<file path="config.mk">
export PLATFORM = sky130hd
export DESIGN_NAME = multicycle_controller
export DESIGN_NICKNAME = d
export VERILOG_FILES = /design/src/rtl/constants.sv /design/src/rtl/alu_decoder.sv /design/src/rtl/multicycle_controller.sv
export SDC_FILE = /design/constraint.sdc
export NUM_CORES = 1
export LEC_CHECK = 0
export ABC_CLOCK_PERIOD_IN_PS = 3000
export CAP_MARGIN = 10
export CELL_PAD_IN_SITES_DETAIL_PLACEMENT = 0
export CELL_PAD_IN_SITES_GLOBAL_PLACEMENT = 1
export CORE_MARGIN = 4
export CORE_UTILIZATION = 30
export DETAILED_ROUTE_END_ITERATION = 8
export PLACE_DENSITY_LB_ADDON = 0.1
export SYNTH_ARGS = -nofsm -noshare
export SYNTH_HDL_FRONTEND = slang
export SYNTH_SLANG_ARGS = --single-unit
</file>
<file path="constraint.sdc">
create_clock -name clk -period 3 [get_ports clk]
set_input_delay 0.9 -clock clk [delete_from_list [all_inputs] [get_ports clk]]
set_output_delay 0.9 -clock clk [all_outputs]
set_load 0.005 [all_outputs]
</file>
<file path="src/rtl/constants.sv">
// Shared encodings for the multicycle RV32I core: opcodes, ALU codes,
// datapath mux selects and the controller state type.
package constants;

  localparam logic [6:0] TYPE_R      = 7'b0110011;
  localparam logic [6:0] TYPE_I_ALU  = 7'b0010011;
  localparam logic [6:0] TYPE_I_LOAD = 7'b0000011;
  localparam logic [6:0] TYPE_S      = 7'b0100011;
  localparam logic [6:0] TYPE_B      = 7'b1100011;
  localparam logic [6:0] TYPE_J      = 7'b1101111;
  localparam logic [6:0] TYPE_U      = 7'b0110111;

  localparam logic [2:0] ALU_ADD = 3'b000;
  localparam logic [2:0] ALU_SUB = 3'b001;
  localparam logic [2:0] ALU_AND = 3'b010;
  localparam logic [2:0] ALU_OR  = 3'b011;
  localparam logic [2:0] ALU_SLT = 3'b101;

  localparam logic [1:0] ALUOP_ADD   = 2'b00;
  localparam logic [1:0] ALUOP_SUB   = 2'b01;
  localparam logic [1:0] ALUOP_FUNCT = 2'b10;

  localparam logic [2:0] IMM_I = 3'b000;
  localparam logic [2:0] IMM_S = 3'b001;
  localparam logic [2:0] IMM_B = 3'b010;
  localparam logic [2:0] IMM_J = 3'b011;
  localparam logic [2:0] IMM_U = 3'b100;

  localparam logic [1:0] RES_ALUOUT    = 2'b00;
  localparam logic [1:0] RES_DATA      = 2'b01;
  localparam logic [1:0] RES_ALURESULT = 2'b10;

  localparam logic [1:0] SRCA_PC    = 2'b00;
  localparam logic [1:0] SRCA_OLDPC = 2'b01;
  localparam logic [1:0] SRCA_RS1   = 2'b10;
  localparam logic [1:0] SRCA_ZERO  = 2'b11;

  localparam logic [1:0] SRCB_RS2  = 2'b00;
  localparam logic [1:0] SRCB_IMM  = 2'b01;
  localparam logic [1:0] SRCB_FOUR = 2'b10;

  typedef enum logic [3:0] {
    FETCH, DECODE, MEMADR, MEMREAD, MEMWB, MEMWRITE,
    EXECUTER, EXECUTEI, ALUWB, BRANCH, JAL, LUI
  } state_t;

endpackage

</file>
<file path="src/rtl/alu_decoder.sv">
// Maps the FSM's coarse alu_op plus the instruction funct fields to an ALU code.
module alu_decoder
  import constants::*;
(
  input  logic [6:0] op,
  input  logic [2:0] funct3,
  input  logic       funct7b5,
  input  logic [1:0] alu_op,
  output logic [2:0] alu_control
);

  always_comb begin
    alu_control = ALU_ADD;
    case (alu_op)
      ALUOP_SUB: alu_control = ALU_SUB;
      ALUOP_FUNCT: begin
        case (funct3)
          // ADDI has immediate bits in instr[30], so only R-type may subtract
          3'b000:  alu_control = (op == TYPE_R && funct7b5) ? ALU_SUB : ALU_ADD;
          3'b010:  alu_control = ALU_SLT;
          3'b110:  alu_control = ALU_OR;
          3'b111:  alu_control = ALU_AND;
          default: alu_control = ALU_ADD;
        endcase
      end
      default: alu_control = ALU_ADD;
    endcase
  end

endmodule

</file>
<file path="src/rtl/multicycle_controller.sv">
// Moore FSM sequencing each RV32I instruction through the shared datapath;
// every enable/select is decoded from the current state.
module multicycle_controller
  import constants::*;
(
  input  logic       clk,
  input  logic       reset,
  input  logic [6:0] op,
  input  logic [2:0] funct3,
  input  logic       funct7b5,
  input  logic       zero,
  output logic       pc_write,
  output logic       adr_src,
  output logic       mem_write,
  output logic       ir_write,
  output logic       reg_write,
  output logic [1:0] result_src,
  output logic [1:0] alu_src_a,
  output logic [1:0] alu_src_b,
  output logic [2:0] alu_control,
  output logic [2:0] imm_src,
  output logic       instr_done,
  output logic       illegal
);

  state_t     state, state_nxt;
  logic [1:0] alu_op;
  logic       pc_w, mem_w, ir_w, reg_w, done, bad;

  always_ff @(posedge clk or posedge reset) begin
    if (reset) state <= FETCH;
    else       state <= state_nxt;
  end

  always_comb begin
    state_nxt  = FETCH;
    pc_w       = 1'b0;
    mem_w      = 1'b0;
    ir_w       = 1'b0;
    reg_w      = 1'b0;
    done       = 1'b0;
    bad        = 1'b0;
    adr_src    = 1'b0;
    result_src = RES_ALUOUT;
    alu_src_a  = SRCA_PC;
    alu_src_b  = SRCB_RS2;
    alu_op     = ALUOP_ADD;
    case (state)
      FETCH: begin
        ir_w = 1'b1; pc_w = 1'b1;
        alu_src_a = SRCA_PC; alu_src_b = SRCB_FOUR; result_src = RES_ALURESULT;
        state_nxt = DECODE;
      end
      DECODE: begin
        alu_src_a = SRCA_OLDPC; alu_src_b = SRCB_IMM;
        case (op)
          TYPE_I_LOAD, TYPE_S: state_nxt = MEMADR;
          TYPE_R:              state_nxt = EXECUTER;
          TYPE_I_ALU:          state_nxt = EXECUTEI;
          TYPE_B:              state_nxt = BRANCH;
          TYPE_J:              state_nxt = JAL;
          TYPE_U:              state_nxt = LUI;
          default: begin state_nxt = FETCH; bad = 1'b1; end
        endcase
      end
      MEMADR: begin
        alu_src_a = SRCA_RS1; alu_src_b = SRCB_IMM;
        state_nxt = (op == TYPE_S) ? MEMWRITE : MEMREAD;
      end
      MEMREAD:  begin adr_src = 1'b1; state_nxt = MEMWB; end
      MEMWB:    begin result_src = RES_DATA; reg_w = 1'b1; done = 1'b1; end
      MEMWRITE: begin adr_src = 1'b1; mem_w = 1'b1; done = 1'b1; end
      EXECUTER: begin
        alu_src_a = SRCA_RS1; alu_src_b = SRCB_RS2; alu_op = ALUOP_FUNCT;
        state_nxt = ALUWB;
      end
      EXECUTEI: begin
        alu_src_a = SRCA_RS1; alu_src_b = SRCB_IMM; alu_op = ALUOP_FUNCT;
        state_nxt = ALUWB;
      end
      ALUWB: begin reg_w = 1'b1; done = 1'b1; end
      BRANCH: begin
        alu_src_a = SRCA_RS1; alu_src_b = SRCB_RS2; alu_op = ALUOP_SUB;
        done = 1'b1;
        case (funct3)
          3'b000:  pc_w = zero;
          3'b001:  pc_w = ~zero;
          default: pc_w = 1'b0;
        endcase
      end
      // ALUOut already holds the target from DECODE; the ALU now forms the link
      JAL: begin
        alu_src_a = SRCA_OLDPC; alu_src_b = SRCB_FOUR; pc_w = 1'b1;
        state_nxt = ALUWB;
      end
      LUI: begin
        alu_src_a = SRCA_ZERO; alu_src_b = SRCB_IMM;
        state_nxt = ALUWB;
      end
      default: state_nxt = FETCH;
    endcase
  end

  always_comb begin
    case (op)
      TYPE_I_ALU, TYPE_I_LOAD: imm_src = IMM_I;
      TYPE_S:                  imm_src = IMM_S;
      TYPE_B:                  imm_src = IMM_B;
      TYPE_J:                  imm_src = IMM_J;
      TYPE_U:                  imm_src = IMM_U;
      default:                 imm_src = IMM_I;
    endcase
  end

  alu_decoder u_alu_dec (
    .op          (op),
    .funct3      (funct3),
    .funct7b5    (funct7b5),
    .alu_op      (alu_op),
    .alu_control (alu_control)
  );

  // state is already FETCH during reset, so only the side-effecting strobes need masking
  assign pc_write   = pc_w  & ~reset;
  assign ir_write   = ir_w  & ~reset;
  assign reg_write  = reg_w & ~reset;
  assign mem_write  = mem_w & ~reset;
  assign instr_done = done  & ~reset;
  assign illegal    = bad   & ~reset;

endmodule

</file>
### After elaboration in Yosys (flattened, before gate mapping)

Cells that the tools add are included.

| operators by class | value |
|---|---|
| eq/ne operators | 24 |
| mux-type cells | 20 |
| bitwise operators | 8 |
| reductions and logical operators | 14 |

Operator list:

| kind | number |
|---|---|
| 3-bit one-hot mux with 4 select lines | 2 |
| 4-bit one-hot mux with 6 select lines | 1 |
| 7-bit by 6-bit equality test with 1-bit output (second input constant) | 3 |
| 4-bit one-hot mux with 5 select lines | 1 |
| 4-bit by 3-bit equality test with 1-bit output (second input constant) | 4 |
| 4-bit equality test (second input constant) | 4 |
| 4-bit OR reduction | 4 |
| 7-bit equality test (second input constant) | 2 |
| 2-bit one-hot mux with 2 select lines | 3 |
| 2-bit OR reduction | 6 |
| 4-bit by 2-bit equality test with 1-bit output (second input constant) | 2 |
| 1-bit two-way mux | 8 |
| 7-bit by 2-bit equality test with 1-bit output (second input constant) | 1 |
| 7-bit by 5-bit equality test with 1-bit output (second input constant) | 1 |
| 7-bit OR reduction | 1 |
| 1-bit AND | 6 |
| 3-bit equality test (second input constant) | 2 |
| 2-bit one-hot mux with 3 select lines | 1 |
| 3-bit one-hot mux with 2 select lines | 1 |
| 4-bit by 1-bit equality test with 1-bit output (second input constant) | 1 |
| 4-bit logical NOT | 1 |
| 1-bit one-hot mux with 2 select lines | 2 |
| 3-bit by 1-bit equality test with 1-bit output (second input constant) | 1 |
| 3-bit by 2-bit equality test with 1-bit output (second input constant) | 1 |
| 6 further kinds | 7 |

| word-level totals | value |
|---|---|
| bits in registers | 4 |
| output and inout bits | 19 |
| word-level logic and storage cells | 67 |

### Depth between registers and ports, before layout

Gate-level depths: netlist of run 1.

| depth | value |
|---|---|
| word-level depth | 5 |
| gate-level depth with buffers | 7 |
| depth with buffers taken out | 6 |

### Modules after synthesis

From an unflattened synthesis of run 1, not the netlist that was laid out.

| second synthesis, totals | value |
|---|---|
| cells, all modules | 93 |
| area, all modules | 690.7 um2 |

By module, submodules not included:

| module | times used | cells an instance | area each (um2) | seq. area each (um2) |
|---|---|---|---|---|
| multicycle_controller | 1 | 80 | 580.6 | 100.1 |
| alu_decoder | 1 | 13 | 110.1 | 0.0 |

### Least setup slack after synthesis of run 1

OpenSTA, ideal clock, no wires.

| timing | value |
|---|---|
| path kind | input to output |
| start point | input op[2] |
| end point | output imm_src[0] |
| arrival | 1.620 ns |
| data required time | 2.100 ns |
| path slack | 0.480 ns |
| cell stages on the path | 3 |
| path through | buf_6 > or3_1 > a211oi_1 |

| between the ends | value |
|---|---|
| word-level cells in the longest chain between the ends | 2 |

RTL lines:

| what | line | source |
|---|---|---|
| from (decl) | multicycle_controller.sv:8 | `input logic [6:0] op,` |
| 7-bit by 6-bit equality test with 1-bit output or 7-bit equality test (tied branches) | multicycle_controller.sv:105 | `case (op)` |
| 3-bit one-hot mux with 4 select lines (*) | multicycle_controller.sv:105 |  |
| to (decl) | multicycle_controller.sv:21 | `output logic [2:0] imm_src,` |

Every way passes the cells marked *; elsewhere a longest branch is shown, timed or not.

### Final worst setup path of run 1

| timing | value |
|---|---|
| start point | input funct3[1] |
| end point | output alu_control[1] |

| between the ends | value |
|---|---|
| word-level cells in the longest chain between the ends | 3 |

RTL lines:

| what | line | source |
|---|---|---|
| from (decl) | multicycle_controller.sv:9 | `input logic [2:0] funct3,` |
| 3-bit equality test, or another cell as far along | alu_decoder.sv:17 | `case (funct3)` |
| 3-bit one-hot mux with 4 select lines (*) | alu_decoder.sv:17 |  |
| 3-bit one-hot mux with 2 select lines (*) | alu_decoder.sv:14 | `case (alu_op)` |
| to (decl) | multicycle_controller.sv:20 | `output logic [2:0] alu_control,` |

Marked as above.

==> out/results.tsv, run 1 <==
metric	value	unit
cap_violations	0	
synth_ff_type	dfrtp_1	
ir_drop	0.203	mV
clock_skew	3.43	ps
cp.arrival	2060	ps
area_growth	79.4	%
num_rows	17	
p_sw	138	uW
root_buffer	clkbuf_4	
p_int	262	uW
critPathTopFamily	buffers and inverters	
hold_viol	0	
outcome	finished clean	
power.density	322	nW/um^2
grt_pass1_wl	3530	um
first_pass_iters	4	
p_seq_share	16.5	%
pwr-share-clk	16.2	%
end_kind	output port	
met2_usage	25.9	%
cts.clk_slew.worst_paths	40	ps
yosysWarnings	0	
path_buf_inv	2	
cp_slowest_cell	clkdlybuf4s50_1	
setup_slack	36.9	ps
drt_iter0_markers	6	
die_area	3140	sq um
grt_max_degree	14	
start_kind	primary input	
cts_max_level	1	
start_util	31.3	%
antenna-diode-count	0	
hold_buffers	0	
numPortBuffers	32	
postSynthCellCount	88	
cts_buffers	3	
post-place-ws	-557	ps
met1_usage	14.9	%
grt_util_met3	1.62	%
syn_nets	104	
fin_nets	159	
fin_crit_sh	98.8	%
grt_pass1_vias	868	
async_flop_share	100	%
combPwrFrac	67.4	%
track_usage	13.7	%
die_x	56.0	um
cts_tree	done	
ant_nets	0	
synth_top_area_share	14.5	%
antenna_found_initial	0	
swShare	34.5	%
avgSynthCellArea	7.86	sq um
hp-class	register to register	
reg_top3	state (4)	
vias_per_cell	5.06	
top_register	state	
routed_wl	2090	um
synth_top_area_cell	dfrtp_1	
slew_viol_final	0	
stdcell_count	169	
finalSetupTns	0	ps
synthTopCellsByArea	dfrtp_1 14%, nor4b_2 6.5%, xnor2_1 6.3%	
postCtsSetupRepairBufs	0	
critPathMaxFanout	3	
die_h	56.0	um
required	2100	ps
via_count	855	
clockBufferDepth	2	
fmax	337	MHz
ys_seq_area_share	14.5	%
dp_cells	166	
place_area	1190	sq um
design_area	1240	sq um
rsz0062_at_grt	yes	
crit_top_cell	clkdlybuf4s50_1	
setup_viol	0	
drive_above_1_share	32.6	%
worst_pin_slew	293	ps
worstPathCellList	clkdlybuf4s50_1 > and3_1 > clkdlybuf4s50_1	
drc	0	
place_congestion	0.737	
critPathKind	primary input to output port	
clock_sinks	4	
min_period	2960	ps
p_leak	0.557	nW
wl_per_cell	12.4	um
overflow	0	
critPathMaxStageDelay	510	ps
slew_headroom	80.4	%
syn-cell-area	692	sq um
synth_seq_cells	4	
hpwl	1740	um
busiest_layer	met2	
largest_register_ffs	4	
ys_types	39	
core	2210	sq um
io_pins	33	
synth_edf_count	0	
fillCellCount	225	
clkLatencyLatePin	230	ps
[through the flow]
step                      util [%]  hold WS, ps  power (mW)
after global placement        53.8          660       0.336
after detailed placement      53.8          661       0.341
after floorplan                  -          636       0.193
after global routing          56.1          692       0.434
after CTS                     55.0          663       0.401
final                         56.1          655       0.399
[final timing paths]
| check | from | end | slack [ps] | cells after the start |
|---|---|---|---|---|
| worst max-delay path | funct3[1] | alu_control[1] | 40 | 3 |
| worst min-delay path | state[0] | state[0] | 660 | 2 |
| worst max register to register | state[1] | state[1] | 1620 | 5 |
| worst min register to register | state[0] | state[0] | 660 | 2 |
| max in group asynchronous | reset | state[1] | 1900 | 3 |
| min in group asynchronous | reset | state[0] | 990 | 3 |
[cell families after synthesis]
| logic type | Yosys count | synth area share [%] |
|---|---|---|
| buf+inv | 13 | 9.58 |
| mux | 1 | 1.63 |
| fa+ha+maj | 2 | 3.62 |
| xor+xnor | 7 | 8.86 |
| flops | 4 | 14.5 |
| simple gates | 44 | 43.9 |
| compound gates | 17 | 17.9 |
[worst register-to-register path, delay by kind of cell, from the launching register on]
kind	cells	cell delay (ps)
flops	1	400
buf+inv	2	370
compound gates	2	280
simple gates	1	270
[placed cells by master (no fill, tap or decap), types with 2 or more instances in the layout]
cell type        instances
a211oi_2                 2
a21oi_1                  3
and3b_1                  2
buf_4                   25
clkbuf_2                 2
clkbuf_4                 3
clkdlybuf4s15_1          2
clkdlybuf4s15_2          2
clkdlybuf4s50_1         14
dfrtp_1                  4
dlygate4sd2_1           12
ha_1                     2
inv_1                    6
nand2_1                  4
nand2b_1                 3
nand3_1                  2
nand3b_1                 3
nand4_1                  2
nand4bb_1                2
nor2_1                   2
nor3_1                   5
nor3_2                   2
nor4_1                   4
nor4b_2                  3
o21ai_0                  2
or3_1                    2
xnor2_1                  5
xor2_1                   2
[layer usage]
layer  wire length, um  up-vias
li1                  -      447
met2              1130       21
met5                 0        -
met1               883      385
met3                58        2
met4                23        0
[final cells by class]
cell class | count | area [sq um] | area share (%)
Clock buffer | 3 | 22.5 | 1.81
Inverter | 6 | 22.5 | 1.81
Tap cell | 28 | 35.0 | 2.82
Multi-Input combinational cell | 71 | 576 | 46.4
Timing Repair Buffer | 57 | 485 | 39.1
Sequential cell | 4 | 100 | 8.06
[repair_timing]
item / in CTS / in global routing
gates resized for setup: 27 / 11
setup endpoints to repair: 12 / 5
pin swaps: 2 / 3
[synth_stat cells, types with 2 or more instances]
cell type,count
inv_1,6
nand2_1,4
and3_1,2
nor4b_2,3
nand3_1,3
nor2_1,2
dfrtp_1,4
ha_1,2
nand3b_1,3
nand2b_1,3
xor2_1,2
nor4_1,4
a21oi_1,3
o21ai_0,2
xnor2_1,5
and3b_1,2
nor3_1,7
or3_1,2
buf_2,5
nand4_1,2
a211oi_1,3
nand4bb_1,2
[power groups by stage]
stage	registers, mW	logic [mW]	clock network, mW
2_1_floorplan	0.0666	0.126	0
3_3_place_gp	0.0661	0.270	0
3_5_place_dp	0.0666	0.274	0
4_1_cts	0.0659	0.267	0.0677
5_1_grt	0.0667	0.298	0.0693
6_report	0.0657	0.269	0.0645
(Power assumes the default switching activity.)
==> inputs of run 2 (changes only) <==
--- a/config.mk
+++ b/config.mk
@@ -12,6 +12,8 @@
 export CORE_MARGIN = 4
 export CORE_UTILIZATION = 30
 export DETAILED_ROUTE_END_ITERATION = 8
+export GPL_TIMING_DRIVEN = 0
+export HOLD_SLACK_MARGIN = 0.03
 export PLACE_DENSITY_LB_ADDON = 0.1
 export SYNTH_ARGS = -nofsm -noshare
 export SYNTH_HDL_FRONTEND = slang
==> out/results.tsv, run 2 (synthesized netlist as in run 1, its figures left out) <==
metric	value	unit
cts.clk_slew.worst_paths	40	ps
p_int	243	uW
fin_crit_sh	98.6	%
clock_skew	1.50	ps
first_pass_iters	4	
clockBufferDepth	2	
largest_register_ffs	4	
combPwrFrac	65.2	%
rsz0062_at_grt	yes	
outcome	finished clean	
cap_violations	0	
wl_per_cell	13.0	um
track_usage	13.4	%
hp-class	register to register	
grt_pass1_vias	797	
overflow	0	
p_sw	137	uW
regArea	100	sq um
drive_above_1_share	27.6	%
min_period	2960	ps
cp.arrival	2060	ps
final_common_cell	clkdlybuf4s50_1	
via_count	792	
pwr-share-clk	17.0	%
ant_nets	0	
worst_pin_slew	402	ps
post-place-ws	-625	ps
cts_buffers	3	
slew_headroom	73.2	%
stdcell_count	155	
fin_nets	145	
area_growth	64.2	%
clkLatencyLatePin	230	ps
core	2210	sq um
drc	0	
hold_viol	0	
layout.cells.most_common_list	15 x clkdlybuf4s50_1, 10 x dlygate4sd2_1	
cts_max_level	1	
p_total	381	uW
p_leak	0.477	nW
cts_tree	done	
vias_per_cell	5.11	
die_x	56.0	um
die_h	56.0	um
dp_cells	148	
crit_start	funct3[1]	
critPathMaxFanout	3	
die_area	3140	sq um
setup_slack	42.4	ps
antenna-diode-count	0	
grt_max_degree	11	
place_congestion	0.731	
ir_drop	0.216	mV
io_pins	33	
fmax	338	MHz
finalSetupTns	0	ps
hpwl	1550	um
start_kind	primary input	
hp-start	state[0]	
start_util	31.3	%
top_register	state	
critPathKind	primary input to output port	
numPortBuffers	32	
required	2100	ps
grt_pass1_wl	3430	um
power.density	335	nW/um^2
drt_iter0_markers	10	
antenna_found_initial	0	
swShare	36.1	%
routed_wl	2020	um
end_kind	output port	
p_seq_share	17.8	%
fillCellCount	235	
multi_input_area	584	sq um
setup_viol	0	
clock_sinks	4	
root_buffer	clkbuf_4	
reg_top3	state (4)	
r2r-start	state[2]	
num_rows	17	
slew_viol_final	0	
## run 2: timing repair
item                                   in CTS  in global routing
setup endpoints to repair                  12                  6
setup buffers                               5                  0
pin swaps                                   8                  3
resized for setup                          39                  5
endpoints found under the hold margin       0                  0
hold buffers                                0                  0
## run 2: worst paths after layout
path / to / slack (ps) / depth (start not counted)
worst max-delay path: alu_control[1] / 40 / 3
worst min-delay path: state[0] / 720 / 2
worst max register to register: state[1] / 1670 / 4
worst min register to register: state[0] / 720 / 2
max in group asynchronous: state[3] / 2030 / 2
min in group asynchronous: state[0] / 790 / 2
## run 2: layer usage
metal | track usage (%) | share of wire, % | vias up
met1 | 16.0 | 45 | 364
met4 | 7.12 | 0 | 0
met2 | 23.9 | 52 | 16
met3 | 0.696 | 3.5 | 0
met5 | 0 | 0 | -
li1 | - | - | 412
## run 2: power groups by stage
stage	sequential, mW	combinational (mW)	clock, mW
floorplan	0.0666	0.126	0
global placement	0.0680	0.241	0
detailed placement	0.0682	0.245	0
CTS	0.0680	0.251	0.0670
global route	0.0690	0.273	0.0706
finish	0.0678	0.248	0.0646
## run 2: critical path, cell delays in order
cell and delay (ps):
clkdlybuf4s50_1 510, and3_1 150, clkdlybuf4s50_1 500
## run 2: final cells by class
cell class / instances / area share [%]
plain buffers: 6 / 3.41
clock buffers: 3 / 1.98
inverters: 6 / 1.98
multi-input cells: 71 / 51.4
flip-flops and latches: 4 / 8.81
well taps: 28 / 3.08
repair buffers: 37 / 29.3
## run 2: stage by stage
stage	util [%]	hold WS, ps	cell area, sq um
after floorplan	-	636	692
final	51.4	718	1140
after global routing	51.4	762	1140
after CTS	51.6	724	1140
after global placement	47.3	704	1050
after detailed placement	47.3	703	1050
==> inputs of run 3 (changes only) <==
==> constraint.sdc (replaced) <==
create_clock -name clk -period 3 [get_ports clk]
set_input_delay 0.75 -clock clk [delete_from_list [all_inputs] [get_ports clk]]
set_output_delay 0.75 -clock clk [all_outputs]
set_load 0.005 [all_outputs]
==> out/results.tsv, run 3 (synthesized netlist as in run 1, its figures left out) <==
metric	value	unit
outcome	finished clean	
antenna_found_initial	0	
hold_viol	0	
r2r-start	state[2]	
drc	0	
required	2250	ps
reg_top3	state (4)	
grt_max_degree	11	
final_common_cell	clkdlybuf4s50_1	
start_kind	primary input	
cts.clk_slew.worst_paths	40	ps
min_period	2980	ps
grt_pass1_wl	3250	um
layout.cells.most_common_list	22 x clkdlybuf4s50_1, 7 x nor3_1, 6 x inv_1	
critPathMaxFanout	9	
cp.arrival	2230	ps
hold-path-cell-count	2	
critPathKind	primary input to output port	
routed_wl	2060	um
p_total	383	uW
overflow	0	
setup_viol	0	
hp-start	state[0]	
clock_skew	0.672	ps
slew_headroom	73.7	%
place_congestion	0.731	
hpwl	1550	um
clkLatencyLatePin	230	ps
drive_above_1_share	21.1	%
drt_iter0_markers	5	
clockBufferDepth	2	
via_count	806	
reg2reg_depth	4	
reg2reg_slack	1690	ps
cts_max_level	1	
whs_endpoint	state[0]	
cts_buffers	3	
die_x	56.0	um
whs	710	ps
area_growth	64.9	%
antenna-diode-count	0	
track_usage	12.6	%
core	2210	sq um
fin_crit_sh	99.3	%
top_register	state	
end_kind	output port	
ant_nets	0	
numPortBuffers	32	
grt_pass1_vias	773	
root_buffer	clkbuf_4	
first_pass_iters	4	
cap_violations	0	
largest_register_ffs	4	
wl_per_cell	13.2	um
p_leak	0.521	nW
num_rows	17	
fmax	336	MHz
cts_tree	done	
die_h	56.0	um
hp-class	register to register	
power.density	335	nW/um^2
slew_viol_final	0	
start_util	31.3	%
worst_pin_slew	393	ps
ir_drop	0.215	mV
vias_per_cell	5.17	
fin_nets	146	
clock_sinks	4	
r2r_end	state[1]	
io_pins	33	
die_area	3140	sq um
[run 3: changes by cell type in the layout (fill, tap and decap cells not counted), sizes merged]
cell           previous run  this run
clkdlybuf4s15             4         0
dlygate4sd2              10         4
clkdlybuf4s50            15        22
dlymetal6s2s              0         5
buf                      13        12
[run 3: worst max-delay path, stage by stage]
cell and delay, ps:
clkdlybuf4s50_1 520, buf_6 150, xor2_1 240, o21ai_2 110, a211oi_2 190, dlygate4sd2_1 260
[run 3: layout make-up]
cell class,instances,area (sq um)
repair buffers,37,358
clock buffers,3,22.5
multi-input cells,71,553
fillers,235,1070
inverters,6,22.5
plain buffers,7,50.0
flip-flops and latches,4,100
well taps,28,35.0
[run 3: through the flow]
stage | cell area, sq um | setup TNS (ps) | util [%] | std cells | worst slack [ps]
after global routing | 1140 | -69.7 | 51.6 | 156 | -69.7
after floorplan | 692 | 0 | - | 88 | 780
after global placement | 1050 | -1080 | 47.3 | 148 | -313
after detailed placement | 1050 | -1070 | 47.3 | 148 | -325
final | 1140 | 0 | 51.6 | 156 | 20.8
after CTS | 1090 | 0 | 49.1 | 151 | 0.763
[run 3: where the power goes]
group | total, mW | internal, mW | switching [mW]
Sequential | 0.0678 | 0.0614 | 0.00634
Combinational | 0.251 | 0.141 | 0.109
Clock | 0.0641 | 0.0446 | 0.0196
Total | 0.383 | 0.247 | 0.135
[run 3: per-layer routing]
layer / routed length (um) / global-route usage (%) / vias up / share of wire (%)
met1: 933 / 15.8 / 376 / 45
met3: 66 / 0.696 / 0 / 3.2
met4: 0 / 7.12 / 0 / 0
li1: - / - / 414 / -
met2: 1060 / 21.2 / 16 / 51
met5: 0 / 0 / - / 0
[run 3: worst max-delay path by stage]
stage	endpoint	cells after the start	slack, ps	from
floorplan	imm_src[0]	3	780	op[2]
global placement	illegal	6	-310	op[2]
detailed placement	alu_control[0]	5	-320	op[4]
CTS	alu_control[2]	6	0.8	state[1]
global route	illegal	6	-70	op[2]
finish	illegal	6	20	op[2]
[run 3: repair_timing]
item                                    in CTS  in global routing
buffers inserted                             0                  4
gates cloned                                 0                  1
gates resized for setup                     10                 10
endpoints found under the setup margin       4                  6
hold buffers                                 0                  0
pin swaps                                    2                  1
